**src/rtl/fetch_stage.sv**
```systemverilog
// fetch_stage: instruction-fetch stage of the MUSA pipelined core.
//
// Holds the program counter, drives the instruction-memory address, selects
// the next PC from decode's controls and keeps a hardware return-address
// stack (RAS). Drives the IF/ID register (instruction, pc_plus4) feeding decode.
//
// Optional build macro:
//   FETCH_RAS_CIRCULAR_EN - when defined, a push onto a full RAS overwrites
//                           the oldest entry instead of being dropped
//                           (stack_overflow is set either way).
//
// Ports:
//   clk, rst         - core clock; synchronous active-high reset
//   pcSrc            - next-PC select (000 seq, 001 branch, 010 jump,
//                      011 register, 100 RAS top, others seq)
//   PCWrite          - 1 advances PC and IF/ID, 0 stalls
//   flush            - load NOP_WORD into IF/ID (also during a stall)
//   push, pop        - RAS controls, effective only when PCWrite=1
//   jump_jpc         - word-shifted jump field
//   branch_target    - computed branch address
//   reg_target       - register jump address
//   imem_rdata       - instruction at imem_addr (asynchronous read)
//   imem_addr, pc    - current program counter
//   instruction      - IF/ID instruction register
//   pc_plus4         - IF/ID copy of fetched PC+4
//   stack_empty/full - RAS occupancy status
//   stack_overflow   - sticky: push while full
//   stack_underflow  - sticky: pop while empty
module fetch_stage #(
    parameter logic [31:0] RESET_PC    = 32'h0000_0000,
    parameter int unsigned STACK_DEPTH = 8,
    parameter logic [31:0] NOP_WORD    = 32'h0000_0000
) (
    input  logic        clk,
    input  logic        rst,
    input  logic [2:0]  pcSrc,
    input  logic        PCWrite,
    input  logic        flush,
    input  logic        push,
    input  logic        pop,
    input  logic [31:0] jump_jpc,
    input  logic [31:0] branch_target,
    input  logic [31:0] reg_target,
    input  logic [31:0] imem_rdata,
    output logic [31:0] imem_addr,
    output logic [31:0] pc,
    output logic [31:0] instruction,
    output logic [31:0] pc_plus4,
    output logic        stack_empty,
    output logic        stack_full,
    output logic        stack_overflow,
    output logic        stack_underflow
);

    localparam int unsigned PTR_W = (STACK_DEPTH > 1) ? $clog2(STACK_DEPTH) : 1;
    localparam int unsigned CNT_W = PTR_W + 1;
    localparam logic [CNT_W-1:0] FULL_CNT = CNT_W'(STACK_DEPTH);

    logic [31:0]      ras_mem [STACK_DEPTH];
    logic [PTR_W-1:0] wr_ptr;      // next free slot; top entry is wr_ptr-1
    logic [PTR_W-1:0] top_ptr;
    logic [CNT_W-1:0] ras_cnt;

    logic [31:0]      seq_pc;
    logic [31:0]      next_pc;

    logic             mem_we;
    logic [PTR_W-1:0] mem_waddr;
    logic             ptr_inc, ptr_dec;
    logic             cnt_inc, cnt_dec;
    logic             set_ovf, set_unf;

    assign top_ptr     = wr_ptr - 1'b1;
    assign stack_empty = (ras_cnt == '0);
    assign stack_full  = (ras_cnt == FULL_CNT);
    assign imem_addr   = pc;
    assign seq_pc      = pc + 32'd4;

    always_comb begin
        next_pc = seq_pc;
        case (pcSrc)
            3'b001:  next_pc = branch_target;
            3'b010:  next_pc = {pc_plus4[31:28], jump_jpc[27:0]};
            3'b011:  next_pc = reg_target;
            3'b100:  next_pc = stack_empty ? seq_pc : ras_mem[top_ptr];
            default: next_pc = seq_pc;
        endcase
    end

    // Push and pop together on a non-empty stack replace the top in place;
    // on an empty stack that combination degenerates to a plain push.
    always_comb begin
        mem_we    = 1'b0;
        mem_waddr = wr_ptr;
        ptr_inc   = 1'b0;
        ptr_dec   = 1'b0;
        cnt_inc   = 1'b0;
        cnt_dec   = 1'b0;
        set_ovf   = 1'b0;
        set_unf   = 1'b0;
        if (PCWrite && !rst) begin
            if (push && pop && !stack_empty) begin
                mem_we    = 1'b1;
                mem_waddr = top_ptr;
            end else if (push) begin
                if (!stack_full) begin
                    mem_we  = 1'b1;
                    ptr_inc = 1'b1;
                    cnt_inc = 1'b1;
                end else begin
                    set_ovf = 1'b1;
`ifdef FETCH_RAS_CIRCULAR_EN
                    // When full, wr_ptr points at the oldest entry.
                    mem_we  = 1'b1;
                    ptr_inc = 1'b1;
`endif
                end
            end else if (pop) begin
                if (stack_empty) begin
                    set_unf = 1'b1;
                end else begin
                    ptr_dec = 1'b1;
                    cnt_dec = 1'b1;
                end
            end
        end
    end

    always_ff @(posedge clk) begin
        if (mem_we) begin
            ras_mem[mem_waddr] <= pc_plus4;
        end
    end

    always_ff @(posedge clk) begin
        if (rst) begin
            wr_ptr          <= '0;
            ras_cnt         <= '0;
            stack_overflow  <= 1'b0;
            stack_underflow <= 1'b0;
        end else begin
            if (ptr_inc) wr_ptr <= wr_ptr + 1'b1;
            else if (ptr_dec) wr_ptr <= wr_ptr - 1'b1;
            if (cnt_inc) ras_cnt <= ras_cnt + 1'b1;
            else if (cnt_dec) ras_cnt <= ras_cnt - 1'b1;
            if (set_ovf) stack_overflow  <= 1'b1;
            if (set_unf) stack_underflow <= 1'b1;
        end
    end

    // Flush wins over a stall: the IF/ID instruction is cleared even when
    // the PC and pc_plus4 are held.
    always_ff @(posedge clk) begin
        if (rst) begin
            pc          <= RESET_PC;
            pc_plus4    <= '0;
            instruction <= NOP_WORD;
        end else if (PCWrite) begin
            pc          <= next_pc;
            pc_plus4    <= seq_pc;
            instruction <= flush ? NOP_WORD : imem_rdata;
        end else if (flush) begin
            instruction <= NOP_WORD;
        end
    end

endmodule

```
**config.mk**
```make
export PLATFORM = sky130hd
export DESIGN_NAME = fetch_stage
export DESIGN_NICKNAME = d
export VERILOG_FILES = /design/src/rtl/fetch_stage.sv
export SDC_FILE = /design/constraint.sdc
export NUM_CORES = 1
export LEC_CHECK = 0
export ABC_AREA = 1
export CAP_MARGIN = 40
export CELL_PAD_IN_SITES_DETAIL_PLACEMENT = 0
export CELL_PAD_IN_SITES_GLOBAL_PLACEMENT = 2
export CORE_MARGIN = 1.5
export CORE_UTILIZATION = 33
export CTS_CLUSTER_DIAMETER = 30
export DETAILED_ROUTE_END_ITERATION = 16
export MAX_ROUTING_LAYER = met4
export PLACE_DENSITY_LB_ADDON = 0.1
export REMOVE_ABC_BUFFERS = 1
export SETUP_SLACK_MARGIN = 0.05
export SKIP_CTS_REPAIR_TIMING = 1
export SKIP_LAST_GASP = 1
export SYNTH_ARGS = -nofsm -noshare
export SYNTH_HDL_FRONTEND = slang
export SYNTH_SLANG_ARGS = --single-unit
```
**constraint.sdc**
```tcl
create_clock -name clk -period 4.35 [get_ports clk]
set_clock_uncertainty 0.15 [all_clocks]
set_input_delay 0.6525 -clock clk [delete_from_list [all_inputs] [get_ports clk]]
set_output_delay 0.6525 -clock clk [all_outputs]
set_load 0.05 [all_outputs]
```
-- Word-level counts from Yosys, hierarchy flattened
Memory sizes are Yosys's and may differ from the RTL's.
Index checks and enable logic that the tools add are counted.
- register bits after elaboration: 105
- bits in writable memories: 256
- bits of input ports: 137
- output and inout port bits: 132
- word-level logic and storage cells: 59
- memories: 1
- memory list (name ; depth ; bits a word ; read ports ; clocked after memory_dff ; write ports ; RTL line ; source):
    ras_mem ; 8 ; 32 ; 1 ; 0 ; 1 ; 59 ; logic [31:0] ras_mem [STACK_DEPTH];
- add/subtract/negate cells: 5
- eq/ne operators: 5
- mux-type cells: 33
- reductions and logical operators: 8
- operators by type and width (cell ; count):
    32-bit 2-to-1 mux ; 4
    32-bit case mux with 4 select lines ; 1
    32-bit by 3-bit adder with 32-bit output, second input constant ; 1
    1-bit 2-to-1 mux ; 22
    3-bit 2-to-1 mux ; 4
    4-bit 2-to-1 mux ; 2
    3-bit by 2-bit equality test with 1-bit output, second input constant ; 2
    4-bit by 1-bit adder with 4-bit output, second input constant ; 1
    4-bit equality test, second input constant ; 1
    4-bit zero test ; 1
    2-bit nonzero test ; 2
    4-bit by 1-bit subtractor with 4-bit output, second input constant ; 1
    3-bit by 1-bit adder with 3-bit output, second input constant ; 1
    3-bit by 1-bit equality test with 1-bit output, second input constant ; 1
    3-bit equality test, second input constant ; 1
    1-bit logical AND ; 3
    3-bit by 1-bit subtractor with 3-bit output, second input constant ; 1
    1-bit zero test ; 2

-- Longest topological paths before layout
- depth in word-level cells: 8
- mapped depth: 16
- mapped depth without buffers: 14

-- Worst setup path after synthesis
No wires, ideal clock.
- path kind: register -> register
- start point: register wr_ptr[0]
- end point: memory ras_mem[3][0] (enable)
- setup time: 421 ps
- arrival: 3203 ps
- data required time: 3779 ps
- path slack: 576 ps
- cell stages (with the launch flop): 12
- path buffers: 4
- clock period less this slack: 3774 ps
- path through: dfxtp_1 > inv_2 > buf_2 > buf_2 > ha_1 > buf_2 > inv_2 > clkbuf_1 > o21ai_1 > inv_1 > nand2_1 > nor2_1
- cells in the longest elaborated chain, start to end: 3
- ends and longest elaborated chain (item ; RTL line ; source):
    start: declaration ; 60 ; logic [PTR_W-1:0] wr_ptr;
    start signal: assignment ; 142 ; if (ptr_inc) wr_ptr <= wr_ptr + 1'b1;
    start signal: assignment ; 143 ; else if (ptr_dec) wr_ptr <= wr_ptr - 1'b1;
    3-bit by 1-bit subtractor with 3-bit output ; 73 ; assign top_ptr = wr_ptr - 1'b1;
    3-bit 2-to-1 mux ; 102 ; if (push && pop && !stack_empty) begin
    3-bit 2-to-1 mux * ; 101 ; if (PCWrite && !rst) begin
    end: declaration ; 59 ;
Every way passes the cells marked *; elsewhere a longest branch is shown, timed or not.

-- Final worst setup path
- start point: register ras_cnt[0]
- end point: output stack_empty
- cells in the longest elaborated chain, start to end: 1
- ends and longest elaborated chain (item ; RTL line ; source):
    start: declaration ; 62 ; logic [CNT_W-1:0] ras_cnt;
    start signal: assignment ; 144 ; if (cnt_inc) ras_cnt <= ras_cnt + 1'b1;
    start signal: assignment ; 145 ; else if (cnt_dec) ras_cnt <= ras_cnt - 1'b1;
    4-bit zero test ; 74 ; assign stack_empty = (ras_cnt == '0);
    end: declaration ; 49 ; output logic stack_empty,
No other way between the ends.

==> Flow_metrics.wiki <==
{| class="wikitable"
! Metric !! Value
|-
| Setup ws final || 1.273 ns
|-
| Number of antenna violations at the first check in global routing || 1
|-
| Mapped cell area || 16030 µm²
|-
| FMAX || 325.0 MHz
|-
| Fin util || 46.44%
|-
| Number of buffers created by CTS || 90
|-
| Most common cell after layout, fill and taps aside || nand2_1
|-
| CP top delay family || buffers and inverters
|-
| Share of layout cells above drive strength 1 || 10.46%
|-
| Clock sink count || 361
|-
| Number of nets in the layout || 2123
|-
| H-tree levels || 3
|-
| Minimum setup slack after placement || 1.122 ns
|-
| Start-to-end type of the worst setup path || flip-flop to primary output
|-
| Final-report hold violation count || 0
|-
| Status || finished clean
|-
| Yosys cell types || 37
|-
| Area of all sequential standard cells || 9793 µm²
|-
| Row cnt || 80
|-
| Number of search-and-repair iterations in the first detailed-routing pass || 5
|-
| Critical Path Source Type || flip-flop
|-
| Yosys warning count || 0
|-
| Width of the die || 223.4 µm
|-
| Detailed placement HPWL || 32450 µm
|-
| Gr usage total || 22.09%
|-
| Area occupied by multi-input gates || 5298 µm²
|-
| Setup_tns || 0 ns
|-
| Maximum vdd ir drop || 0.0003288 V
|-
| Path class of the lowest-slack min-delay path || flip-flop to flip-flop
|-
| Wire length of the first global-routing pass || 79940 µm
|-
| Post-route ant nets || 0
|-
| Areal power density over the cells || 531.3 nW/µm²
|-
| Finish-stage setup viols || 0
|-
| Max Slew Vio Count || 0
|-
| Final period utilization || 70.74%
|-
| I/O pin total || 269
|-
| Maximum number of pins on one net before global-route repair || 120
|-
| Overall die height || 223.4 µm
|-
| Starting density of the core || 33.50%
|-
| Insertion delay of the later-clocked pin in the worst-skew pair || 0.60 ns
|-
| DR vias || 13150
|-
| CP arrival || 2.27 ns
|-
| Root Buffer Master || clkbuf_16
|-
| Clock transition at the registers of the reported paths || 0.04 ns
|-
| Signed area change from the synthesized netlist to the final layout || 38.61%
|-
| Yosys reg bits || 361
|-
| Maximum clock insertion buffer count || 3
|-
| Worst path bufs/invs || 2
|-
| Setup repair after global routing missed its margin || no
|-
| Overall overflow remaining after global route || 0
|-
| Pleak || 8.350 nW
|-
| Share of the yosys chip area belonging to registers || 61.07%
|-
| Final critical path time including I/O delays and setup || 3.077 ns
|-
| Post-Route WL || 53500 µm
|-
| Number of fill cells in the layout || 4526
|-
| Core footprint || 47850 µm²
|-
| Via/cell ratio || 4.923
|-
| Tightest slew margin relative to the limit || 41.04%
|-
| Count of buffers inserted at the top-level ports || 264
|-
| Reported max-cap violation count || 0
|-
| Synthesized instance count || 1723
|-
| CP max stage cell || clkdlybuf4s50_1
|-
| Type of destination of the critical path || primary output
|-
| Cell Chain, Critical Path || nor2_2 -> nand3_2 -> inv_1 -> clkdlybuf4s50_1
|-
| Violation count after the first detailed-routing iteration || 737
|-
| Die ar. || 49910 µm²
|-
| Vias in the first global route || 13150
|-
| Mean cell area of the mapped netlist || 9.304 µm²
|-
| TritonCTS clock tree || built
|-
| Highest-count cells in the layout ignoring fill and taps || nand2_1, clkdlybuf4s50_1, edfxtp_1
|-
| Largest driver fanout on the critical path || 7
|-
| Total power of the final layout || 11.81 mW
|-
| Drc violations || 0
|-
| Crit path largest cell delay || 0.81 ns
|-
| Req. time, crit path || 3.55 ns
|-
| DR WL/cell || 20.03 µm
|-
| Gp weighted congestion || 0.8235
|-
| Transition time at the pin with the least slew margin || 0.8844 ns
|}
[Yosys cell counts (all sizes together)]
cell / instances / area, µm²
a211oi: 3 / 22.52
a21oi: 113 / 565.5
a22oi: 10 / 75.07
a31oi: 3 / 18.77
and3: 4 / 25.02
buf: 95 / 549.3
clkbuf: 36 / 135.1
clkinv: 1 / 3.750
dfxtp: 105 / 2102
edfxtp: 256 / 7687
fa: 1 / 20.02
ha: 5 / 62.56
inv: 74 / 277.8
nand2: 417 / 1575
nand3: 215 / 1091
nand3b: 1 / 7.510
nand4: 6 / 37.54
nor2: 191 / 744.5
nor3: 3 / 15.01
nor4: 1 / 6.260
o211ai: 17 / 127.6
o21ai: 144 / 720.7
o21bai: 2 / 15.01
o22ai: 9 / 56.30
or2: 3 / 18.77
xnor2: 5 / 43.79
xor2: 3 / 26.28
[final cells by class]
class,instances,area share (%)
inverter,75,1.273
timing repair buffer,296,13.50
tap,615,3.463
multi-input combinational,1156,23.84
clock buffer,117,11.37
antenna,1,0.01126
sequential,361,44.07
clock inverter,50,2.461
[per-layer routing]
layer  track usage, %  part of all wire, %
met1            27.99                   45
met2            35.30                   47
met3            5.255                  6.0
met4            6.081                  1.8
met5                -                    0
[registers in the layout, indices dropped and copies added (netlist names)]
register / flops
imem_addr: 32
instruction: 32
stack_underflow: 1
ras_mem: 256
ras_cnt: 4
pc_plus4: 32
stack_overflow: 1
wr_ptr: 3
[power by group]
| group | internal [mW] | total (mW) | switching (mW) |
|---|---|---|---|
| Sequential | 3.77 | 3.88 | 0.108 |
| Combinational | 0.434 | 1.28 | 0.841 |
| Clock | 4.69 | 6.65 | 1.97 |
[metrics by stage]
stage	cell area, µm²	std cells	hold slack [ns]
3_5_place_dp	19140	2503	0.3101
3_3_place_gp	19010	2498	0.3096
2_1_floorplan	15350	1592	0.3324
4_1_cts	22220	2670	0.3299
6_report	22220	2671	0.3305
5_1_grt	22220	2671	0.3487
[cell families (layout without fill, tap and decap cells)]
family	Yosys count	count (layout)	synth area share [%]
AO/OA/AOI/OAI	301	301	9.991
XOR/XNOR	8	8	0.4371
adder cells (fa/ha/maj)	6	6	0.5151
buffers and inverters	206	538	6.026
flip-flops	361	361	61.07
other	0	1	0
AND/OR/NAND/NOR	841	841	21.96
[worst min-delay path, cell delays in order (launching register included)]
cell	delay [ns]
dfxtp_1	0.30
nand3_1	0.07
a21oi_1	0.06
[final timing paths]
path	cells after the start	start	end	slack [ns]
max	4	ras_cnt[0]	stack_empty	1.27
min	2	instruction[24]	instruction[24]	0.33
max reg2reg	11	wr_ptr[0]	imem_addr[9]	1.50
min reg2reg	2	instruction[24]	instruction[24]	0.33
No activity file was read; power rests on OpenSTA's default activity.
==> edit 1, RTL diff (same settings) <==
The option `FETCH_RAS_CIRCULAR_EN` is turned on by a define.
--- a/src/rtl/fetch_stage.sv
+++ b/src/rtl/fetch_stage.sv
@@ -26,6 +26,8 @@
 //   stack_empty/full - RAS occupancy status
 //   stack_overflow   - sticky: push while full
 //   stack_underflow  - sticky: pop while empty
+`define FETCH_RAS_CIRCULAR_EN
+
 module fetch_stage #(
     parameter logic [31:0] RESET_PC    = 32'h0000_0000,
     parameter int unsigned STACK_DEPTH = 8,
Formal check against the unedited RTL: same outputs for any inputs over 4 cycles, from zero or initial values and one cycle with rst high; that may be too few to reach the edited logic, so the function may still have changed.
==> edit 1 against the unedited design <==
  * Total power rose by 0.62%
  * Count of clock-buffer cells in the layout fell by 2
  * Cell area rose by 0.55%
  * Core utilization rose by 0.25 points
  * Worst setup slack got worse by 0.082 ns
  * Wire length barely moved
  * Critical path depth did not move
  * Synthesized cell count rose by 0.93%
  * Area after synthesis rose by 0.23%
  * Sequential cell count did not move
  * Worst hold slack got worse by 0.011 ns
  * Critical endpoint unchanged
  * Largest cell class unchanged
==> edit 1: results (changes against the unedited design) <==
* XOR/XNOR Fraction of Synth Area at 0.273% (was 0.437%)
* VDD IR max at 336 uV (was 329 uV)
* Placed cells at 2,525 (was 2,503)
* Seq pwr share at 32.5% (was 32.8%)
* Dpl ws at 0.976 ns (was 1.12 ns)
* Reg2Reg Setup Slack at 1.62 ns (was 1.50 ns)
* Overall power at 11.9 mW (was 11.8 mW)
* Largest net degree at the start of global routing at 71 (was 120)
* Nets at 2,144 (was 2,123)
* Placed cell areas at 19,200 um^2 (was 19,100 um^2)
* Vias in the first global route at 13,500 (was 13,100)
* Status: finished, final reports clean (unchanged)
* Commonest cells in the synthesized netlist: nand2_1 (425), edfxtp_1 (256), nor2_1 (201) (was nand2_1 (415), edfxtp_1 (256), nand3_1 (212))
* Starting DRT DRC Count at 767 (was 737)
* Fmax achieved at 317 MHz (was 325 MHz)
* Initial antenna violation count at 0 (was 1)
* Slew of the pin with the lowest slew margin at 0.823 ns (was 0.884 ns)
* ANT cells at 0 (was 1)
* Sequential area share after synthesis at 60.9% (was 61.1%)
* RR Endpoint: imem_addr[27] (was imem_addr[9])
* Synth Area in Adders at 0.514% (was 0.515%)
* Critical path data arrival time at 2.36 ns (was 2.27 ns)
* DP HPWL at 33.5 mm (was 32.4 mm)
* # fillers at 4,572 (was 4,526)
* Distinct cells, synth at 35 (was 37)
* Wirelength, routed at 53.5 mm (about the same)
* Vias per cell at 4.94 (was 4.92)
* P_leak at 8.41 nW (was 8.35 nW)
* CP Max Fanout at 6 (was 7)
* Post-synthesis cell count at 1,739 (was 1,723)
edit 1: cell count changes after synthesis, sizes merged, moves of 5 or more:
cell,unedited run,this run
clkbuf,36,55
a21oi,113,118
nand2,417,428
o21ai,144,151
nand3,215,192
buf,95,77
nor2,191,205
edit 1: final cells by class:
| type | instances | area, um^2 | area share, % |
|---|---|---|---|
| sequential | 361 | 9790 | 43.8 |
| clock buffer | 115 | 2480 | 11.1 |
| multi-input combinational | 1175 | 5370 | 24.0 |
| inverter | 71 | 268 | 1.20 |
| timing repair buffer | 303 | 2990 | 13.4 |
| clock inverter | 50 | 676 | 3.02 |
| tap | 615 | 769 | 3.44 |
edit 1: routing by layer:
layer  up-vias  share of wire (%)  GRT usage (%)
met5         -                  0              -
met4         0                1.7           5.84
met3        85                4.7           4.43
met2       333                 48           36.5
met1      6372                 46           28.2
li1       6491                  -              -
edit 1: critical path, cell delays in order (launching register included):
cell and delay (ns):
dfxtp_1 0.35, nor2_2 0.15, nand3_2 0.20, inv_1 0.23, clkdlybuf4s50_1 0.84
==> edit 2, RTL diff (same settings) <==
Without the edit above. Reset style: asynchronous (`rst`), changed in 2 clocked blocks. Comments in the files are not updated.
--- a/src/rtl/fetch_stage.sv
+++ b/src/rtl/fetch_stage.sv
@@ -132,7 +132,7 @@
         end
     end
 
-    always_ff @(posedge clk) begin
+    always_ff @(posedge clk or posedge rst) begin
         if (rst) begin
             wr_ptr          <= '0;
             ras_cnt         <= '0;
@@ -150,7 +150,7 @@
 
     // Flush wins over a stall: the IF/ID instruction is cleared even when
     // the PC and pc_plus4 are held.
-    always_ff @(posedge clk) begin
+    always_ff @(posedge clk or posedge rst) begin
         if (rst) begin
             pc          <= RESET_PC;
             pc_plus4    <= '0;
Behaviour: differs if rst is asserted again (counterexample within 4 cycles, from zero or initial values and one cycle with rst high); with rst held inactive, the same outputs for 4 cycles.
==> edit 2 against the unedited design <==
  * Area after synthesis rose by 2.4%
  * Wire length fell by 2.9%
  * Sequential cell count did not move
  * Cell area rose by 2.4%
  * Register-to-register slack got worse by 0.02 ns
  * First-iteration DRC count rose by 9.0%
  * Worst setup slack got worse by 0.11 ns
Power is not compared: it rests on default switching activity, and its combinational part moved more than twofold at a synthesized area within 25%.
==> edit 2: results (changes against the unedited design) <==
* Status: finished, final reports clean (unchanged)
* Met1 Usage GRT at 27.8% (was 28.0%)
* Met2 Use GR at 33.4% (was 35.3%)
* First-pass GRT wire length at 79.1 mm (was 79.9 mm)
* DP HPWL at 32.2 mm (was 32.4 mm)
* Vias per cell at 4.76 (was 4.92)
* Final GP Congestion at 0.795 (was 0.824)
* Met3 wire len at 2.59 mm (was 3.21 mm)
* Slew of the pin with the lowest slew margin at 0.872 ns (was 0.884 ns)
* CP Max Fanout at 6 (was 7)
* Commonest cells in the synthesized netlist: nand2_1 (613), nand3_1 (309), edfxtp_1 (256) (was nand2_1 (415), edfxtp_1 (256), nand3_1 (212))
* Nets at 2,140 (was 2,123)
* Starting DRT DRC Count at 803 (was 737)
* GRT Total Usage at 21.4% (was 22.1%)
* Hold depth at 1 (was 2)
* Worst r2r src: wr_ptr[0] (unchanged)
* Routed len/inst at 19.0 um (was 20.0 um)
* # fillers at 4,698 (was 4,526)
* GR Util met3 at 4.89% (was 5.25%)
* Largest net degree at the start of global routing at 75 (was 120)
* Placed cell areas at 19,700 um^2 (was 19,100 um^2)
* Ratio of cells with drive above 1 in the final layout at 9.94% (was 10.5%)
* RR Endpoint: imem_addr[10] (was imem_addr[9])
* Sequential area share after synthesis at 62.9% (was 61.1%)
* Reg2Reg Setup Slack at 1.48 ns (was 1.50 ns)
* Min-delay src: stack_underflow (was instruction[24])
* Hold Slack at 0.314 ns (was 0.330 ns)
* Post-synthesis cell count at 1,728 (was 1,723)
* Vias in the first global route at 13,100 (about the same)
* Synth async-reset ratio at 29.1% (was 0%)
-- edit 2: cell count changes after synthesis, moves of 10 or more --
cell,delta
a21oi_1,-75
a22oi_1,-10
clkbuf_1,-13
dfrtp_1,+105
dfxtp_1,-105
inv_2,-10
nand2_1,+198
nand3_1,+97
nor2_1,-65
o21ai_0,-69
o21ai_1,-30
-- edit 2: kinds of logic after synthesis --
group / synth area share [%]
buffers and inverters: 5.39
AND/OR/NAND/NOR: 27.0
adder cells (fa/ha/maj): 0.503
XOR/XNOR: 0.374
AO/OA/AOI/OAI: 3.88
flip-flops: 62.9
-- edit 2: cell type report --
class | count | area (um^2) | area share [%]
Timing Repair Buffer | 300 | 3000 | 13.2
Multi-Input combinational cell | 1185 | 5290 | 23.3
Clock inverter | 43 | 533 | 2.34
Tap cell | 664 | 831 | 3.65
Inverter | 59 | 228 | 1.00
Sequential cell | 361 | 10300 | 45.4
Clock buffer | 125 | 2540 | 11.2
